## config.mk

```make
export PLATFORM = sky130hd
export DESIGN_NAME = slave_addr_fifo_wr_arbiter
export DESIGN_NICKNAME = d
export VERILOG_FILES = /design/src/rtl/slave_addr_fifo_wr_arbiter.sv
export SDC_FILE = /design/constraint.sdc
export NUM_CORES = 1
export LEC_CHECK = 0
export ABC_AREA = 1
export BUFFER_PORTS_ARGS = -buffer_cell sky130_fd_sc_hd__buf_2
export CAP_MARGIN = 30
export CORE_MARGIN = 2
export CORE_UTILIZATION = 45
export CTS_BUF_LIST = sky130_fd_sc_hd__clkbuf_16
export CTS_CLUSTER_DIAMETER = 60
export CTS_CLUSTER_SIZE = 14
export DETAILED_ROUTE_END_ITERATION = 8
export HOLD_SLACK_MARGIN = 0.03
export PLACE_DENSITY_LB_ADDON = 0.12
export SYNTH_ARGS = -nofsm -noshare
export SYNTH_HDL_FRONTEND = slang
export SYNTH_SLANG_ARGS = --single-unit
```

## constraint.sdc

```tcl
create_clock -name wclk -period 1.95 [get_ports wclk]
set_clock_uncertainty 0.15 [all_clocks]
set_input_delay 0.39 -clock wclk [delete_from_list [all_inputs] [get_ports wclk]]
set_output_delay 0.39 -clock wclk [all_outputs]
set_load 0.01 [all_outputs]
```

## src/rtl/slave_addr_fifo_wr_arbiter.sv

```systemverilog
// Purpose: round-robin arbiter sharing the address FIFO write port between AW and AR, with a per-source burst quota and almost-full throttle.
// Latency: a request accepted at edge N is presented with w_en=1 in cycle N+1 (when wfull=0); one entry per cycle sustained.
// Backpressure: readies drop while the holding register cannot drain (wfull), during throttle gaps and while wrst is high.
module slave_addr_fifo_wr_arbiter #(
  parameter int c_DATA_WIDTH   = 32,
  parameter int c_QUOTA        = 4,
  parameter int c_THROTTLE_GAP = 3
) (
  input  logic                    wclk,
  input  logic                    wrst,
  input  logic                    aw_valid,
  input  logic [c_DATA_WIDTH-1:0] aw_data,
  output logic                    aw_ready,
  input  logic                    ar_valid,
  input  logic [c_DATA_WIDTH-1:0] ar_data,
  output logic                    ar_ready,
  input  logic                    wfull,
  input  logic                    almost_full,
  output logic                    w_en,
  output logic [c_DATA_WIDTH:0]   fifo_wdata
);

  localparam logic [3:0] QUOTA = 4'(c_QUOTA);
  localparam logic [3:0] GAP   = 4'(c_THROTTLE_GAP);
  localparam logic       SRC_AW = 1'b0;

  logic                  hv_q, hv_d;
  logic [c_DATA_WIDTH:0] hdata_q, hdata_d;
  logic                  last_q, last_d;
  logic [3:0]            run_cnt_q, run_cnt_d;
  logic [3:0]            gap_cnt_q, gap_cnt_d;

  logic                    can_accept;
  logic                    winner;
  logic                    keep_last;
  logic                    accept;
  logic [c_DATA_WIDTH-1:0] payload;

  // Output drive, admission check and winner selection.
  // A zero run count means no streak exists yet (only right after reset), so the
  // pointer side yields and the other source (AW out of reset) wins first.
  always_comb begin
    w_en       = hv_q & ~wfull;
    fifo_wdata = hdata_q;
    can_accept = (~hv_q | w_en) & (gap_cnt_q == 4'd0) & ~wrst;
    keep_last  = (run_cnt_q != 4'd0) && (run_cnt_q < QUOTA);
    winner     = SRC_AW;
    if (aw_valid && ar_valid) begin
      winner = keep_last ? last_q : ~last_q;
    end else if (ar_valid) begin
      winner = 1'b1;
    end
    aw_ready = can_accept & aw_valid & (winner == SRC_AW);
    ar_ready = can_accept & ar_valid & (winner != SRC_AW);
    accept   = aw_ready | ar_ready;
    payload  = (winner == SRC_AW) ? aw_data : ar_data;
  end

  // Next-state: holding register, round-robin bookkeeping and throttle counter.
  always_comb begin
    hv_d      = hv_q & ~w_en;
    hdata_d   = hdata_q;
    last_d    = last_q;
    run_cnt_d = run_cnt_q;
    gap_cnt_d = gap_cnt_q;
    if (accept) begin
      hv_d    = 1'b1;
      hdata_d = {winner, payload};
      if (winner == last_q) begin
        run_cnt_d = (run_cnt_q == 4'hF) ? 4'hF : run_cnt_q + 4'd1;
      end else begin
        run_cnt_d = 4'd1;
        last_d    = winner;
      end
    end
    if (!almost_full) begin
      gap_cnt_d = 4'd0;
    end else if (accept) begin
      gap_cnt_d = GAP;
    end else if (gap_cnt_q != 4'd0) begin
      gap_cnt_d = gap_cnt_q - 4'd1;
    end
  end

  // State registers; reset drops any held entry and points last at AR.
  always_ff @(posedge wclk) begin
    if (wrst) begin
      hv_q      <= 1'b0;
      hdata_q   <= '0;
      last_q    <= 1'b1;
      run_cnt_q <= 4'd0;
      gap_cnt_q <= 4'd0;
    end else begin
      hv_q      <= hv_d;
      hdata_q   <= hdata_d;
      last_q    <= last_d;
      run_cnt_q <= run_cnt_d;
      gap_cnt_q <= gap_cnt_d;
    end
  end

endmodule

```

After elaboration in Yosys (flattened, before gate mapping)
Index checks and enable logic that the tools add are counted.
W data, S select, Z words.

word-level totals
  memory bits (writable) = 0
  register bits = 43
  memories kept = 0
  memory bits (read-only) = 0
  output and inout port bits = 36
  latch bits = 0

cells by class
  bitwise logic cells = 18
  multipliers = 0
  equal/unequal tests = 2
  muxes and demuxes = 9
  reductions and logical operators = 9
  div/mod/pow operators = 0
  $lt $le $gt $ge = 1
  shifts and indexed selects = 0
  add/subtract/negate cells = 2

operators by type and width
  operator               number
  $mux W32               1
  $and A1 B1 Y1          8
  $mux W4                2
  $not A1 Y1             8
  $reduce_bool A4 Y1     2
  $add A4 B1 Y4 const B  1
  $eq A4 B4 Y1 const B   1
  $logic_not A4 Y1       1
  $lt A4 B3 Y1 const B   1
  $mux W1                4
  $mux W2                2
  $sub A4 B1 Y4 const B  1
  $reduce_or A3 Y1       1
  $logic_and A1 B1 Y1    2
  $or A1 B1 Y1           2
  $reduce_and A2 Y1      1
  $reduce_bool A2 Y1     1
  $reduce_or A2 Y1       1
  $eq A1 B1 Y1           1

Depth between registers and ports, before layout
  word-level depth = 9
  gate-level depth with buffers = 12
  depth with buffers taken out = 12

Worst setup path before layout
OpenSTA, ideal clock, no wires.

  path type = reg2out
  from = register run_cnt_q[0]
  to = output aw_ready
  buffers on the path = 1
  required time = 1.410 ns
  slack = 0.085 ns
  data arrival time = 1.325 ns
  stages on the path, launching flop included = 9
  path through = dfxtp_1 -> inv_1 -> ha_1 -> inv_1 -> nand2_1 -> nand2_2 -> nand3_4 -> buf_2 -> a21oi_1

between the ends
  cells in the longest elaborated chain, start to end = 6

RTL lines
  item                                                RTL line  text
  start, declared                                     30        logic [3:0] run_cnt_q, run_cnt_d;
  start signal, assigned                              97        run_cnt_q <= run_cnt_d;
  $lt A4 B3 Y1 or $reduce_bool A4 Y1 (tied branches)  46        keep_last = (run_cnt_q != 4'd0) && (run_cnt_q < QUOTA);
  $logic_and A1 B1 Y1 (*)                             46
  $mux W1 (*)                                         49        winner = keep_last ? last_q : ~last_q;
  $mux W1 (*)                                         48        if (aw_valid && ar_valid) begin
  $not A1 Y1 (*)                                      n/a
  $and A1 B1 Y1 (*)                                   53        aw_ready = can_accept & aw_valid & (winner == SRC_AW);
  end, declared                                       13        output logic aw_ready,

Mark *: on every way between the ends. The rest lies on a longest branch, timed or not.

Worst setup path after layout
  from = register run_cnt_q[1]
  to = output aw_ready

The elaborated chain is that of the path after synthesis.

==> summary.md <==
| Metric | Value |
|---|---|
| Status | `finished, final reports clean` |
| Most common cell after layout, fill and taps aside | `buf_2` |
| Max Freq | `around 520 MHz` |
| Overall routed net length | `around 5.9 mm` |
| Pwr Total | `around 3400 µW` |
| Sinks on the clock net | `43` |
| Cells after Synth | `345` |
| Final Non-Filler Cells | `522` |
| Drt pass-1 iters | `4` |
| Clock power share | `23.3%` |
| Number of port buffers | `around 110` |
| TNS Setup | `0 ns` |
| Synth Warn # | `0` |
| Area Overhead vs Synth | `37.3%` |
| Post-synth top area share | `roughly two fifths` |
| Core area | `about 4800 µm²` |
| Clk pin slew, worst setup/hold paths | `0.06 ns` |
| Seq/Total Area, Yosys | `a little under two fifths` |
| Post-DP HPWL | `roughly 4.2 mm` |
| Most frequent cells in the layout | `105 x buf_2, 87 x nand2_1, 75 x nor2_1` |
| Max incr delay on CP | `between 0.3 and 0.4 ns` |
| Buf/Inv on CP | `3` |
| Root Buffer | `clkbuf_16` |
| Crit path cell chain | `inv_2 -> ha_4 -> inv_4 -> nand2_4 -> nand2_4 -> nand3_4 -> a21oi_2 -> buf_2` |
| Seq pwr share | `35.3%` |
| CTS tree | `built` |
| Seq cells post-synth | `43` |
| Final instance area | `about 3100 µm²` |
| H-tree levels | `2` |
| Max_slew headroom | `roughly 76%` |
| Initial antenna violation count | `0` |
| Site Rows | `25` |
| Post-placement cell area | `2830 µm²` |
| RSZ-0062 raised after global routing | `yes` |
| Leakage power | `~0.0017 µW` |
| Crit path max-delay family | `flip-flops` |
| Net switching power | `roughly 1200 µW` |
| Period utilization | `97.8%` |
| CP startpoint | `run_cnt_q[1]$_SDFFE_PP0P_` |
| Die width | `around 75 µm` |
| Worst hold start | `wrst` |
| Aggregate global-route resource usage | `21.9%` |
| Synth top area cells | `dfxtp_1 38%, nand2_1 15%, nor2_1 13%, nand3_1 9.1%, o21ai_0 7.6%` |
| # setup viols final | `0` |
| Routed len/inst | `roughly 11 µm` |
| Placed cells | `510` |
| Max stage delay cell, worst path | `dfxtp_2` |
| Critical setup path kind | `flop to output port` |
| Drt initial violations | `116` |
| Combinational share of power | `between 40 and 50%` |
| Largest net degree at the start of global routing | `39` |
| Share of post-route cells with drive strength above 1 | `33.2%` |
| Max Slew Vio Count | `0` |
| CTS Buf Count | `5` |
| Nets@finish | `between 500 and 600` |
| Max clock buf depth | `2` |
| Net Sw Frac | `between 30% and 40%` |
| Critical Path Sink Type | `output port` |
| Slew @ Worst Pin | `roughly 0.36 ns` |
| Drt drc | `0` |
| Crit path top cell by count | `nand2_4` |
| Crit path max fanout | `3` |
| Worst EP required | `around 1.4 ns` |
| Drt via density | `between 4 and 5` |
| Die area | `5570 µm²` |
| Power density cells | `1090 nW/µm²` |
| Syn_nets | `between 400 and 500` |
| MaxCap Viol Count | `0` |
| Unique masters post-synth | `23` |
| Global-route wire length before repair | `~9.6 mm` |
| Hold slack | `roughly 0.22 ns` |
| Maximum vdd drop | `between 0.0007 and 0.0008 V` |
| Fill count | `between 400 and 500` |
| Post-synthesis instance area | `around 2200 µm²` |
| Synthesized area per cell | `6.50 µm²` |
| Largest area contributor in the netlist | `dfxtp_1` |
| Die Span Y | `74.6 µm` |
| Reg2reg start | `run_cnt_q[1]$_SDFFE_PP0P_` |
| HP Class | `input pin to flop` |
| Arr. time, crit path | `roughly 1.4 ns` |
| Ant diodes | `0` |
| Post-layout minimum cycle time | `1.91 ns` |
| Crit path launch type | `flop` |
| Final Hold Vio Count | `0` |
| Cell-internal power | `~2100 µW` |
| Routed via count | `2,497` |
| Vias in the first global route | `2,236` |
| Routed Antenna Nets | `0` |
| Starting Density | `47.2%` |
| Ports | `around 110` |
| Gr ovfl total | `0` |
| Clock Latency Late Sink | `around 0.27 ns` |
| Routability congestion estimate from global placement | `between 0.7 and 0.8` |
state kept, by name (all words and copies together) (netlist names):
signal      cells
run_cnt_q       4
gap_cnt_q       4
last_q          1
hv_q            1
fifo_wdata     33
logic make-up (layout without fill, tap and decap cells):
kind of cell / Yosys count / after routing / share of synthesized area [%]
compound gates: 41 / 41 / 9.37
xor+xnor: 3 / 3 / 1.17
fa+ha+maj: 4 / 4 / 2.23
buf+inv: 40 / 150 / 8.70
flops: 43 / 43 / 38.4
simple gates: 214 / 214 / 40.2
metal layers:
metal  global-route usage [%]  routed length [µm]  vias to the layer above
li1                         -                   -                     1313
met1                     26.2                2670                     1093
met2                     40.5                2840                       85
met3                     3.52                 386                        6
met4                     5.75                  48                        0
met5                        0                   0                        -
area by class of cell:
| type | instances | area (µm²) | area share, % |
|---|---|---|---|
| Timing Repair Buffer | 123 | 664 | 21.6 |
| Multi-Input combinational cell | 262 | 1260 | 40.8 |
| Sequential cell | 43 | 863 | 28.0 |
| Inverter | 19 | 73.8 | 2.40 |
| Clock inverter | 3 | 12.5 | 0.406 |
| Clock buffer | 5 | 125 | 4.06 |
| Tap cell | 67 | 83.8 | 2.72 |
path summary, 6_finish.rpt:
path | to | slack [ns] | depth (start not counted)
min | last_q$_SDFFE_PP1P_ | 0.22 | 3
max reg2reg | run_cnt_q[0]$_SDFFE_PP0P_ | 0.16 | 12
max | aw_ready | 0.04 | 8
min reg2reg | fifo_wdata[32]$_SDFFE_PP0P_ | 0.33 | 2
per-stage QoR:
| step | util [%] | setup slack (ns) |
|---|---|---|
| 2_1_floorplan | - | 0.0855 |
| 5_1_grt | 64.8 | -0.0323 |
| 3_5_place_dp | 59.6 | 0.0447 |
| 6_report | 64.8 | 0.0425 |
| 3_3_place_gp | 59.6 | 0.105 |
| 4_1_cts | 63.6 | 0.0000548 |
power groups by stage:
stage               Clock, µW  Sequential, µW  Combinational (µW)
floorplan                   0            1260                 769
global placement            0            1190                1240
global route              838            1210                1590
detailed placement          0            1190                1260
finish                    781            1190                1390
CTS                       798            1180                1330
worst register-to-register path, delay by kind of cell (launching register included):
kind	cells	cell delay, ns
fa+ha+maj	1	0.15
buf+inv	4	0.46
flops	1	0.33
simple gates	7	0.62
repair_timing:
item,in CTS,in global routing
gates cloned,0,0
resized for setup,11,13
pin swaps,6,6
hold buffers,0,0
endpoints found under the setup margin,2,26
buffers inserted,3,1
cell usage after synthesis:
master / number
clkbuf_1: 7
nor2_2: 2
o21ai_0: 34
buf_4: 6
nand4_1: 1
nand3_1: 41
nor2_1: 75
inv_1: 18
xnor2_1: 1
inv_2: 1
xor2_1: 2
nand2_2: 3
o211ai_1: 2
dfxtp_1: 43
ha_1: 4
o21ai_1: 3
buf_6: 2
a21oi_1: 2
buf_2: 5
nand3b_1: 1
nand3_4: 2
nand2_1: 89
clkbuf_2: 1
Note: power is estimated with default switching activity, not from simulation.
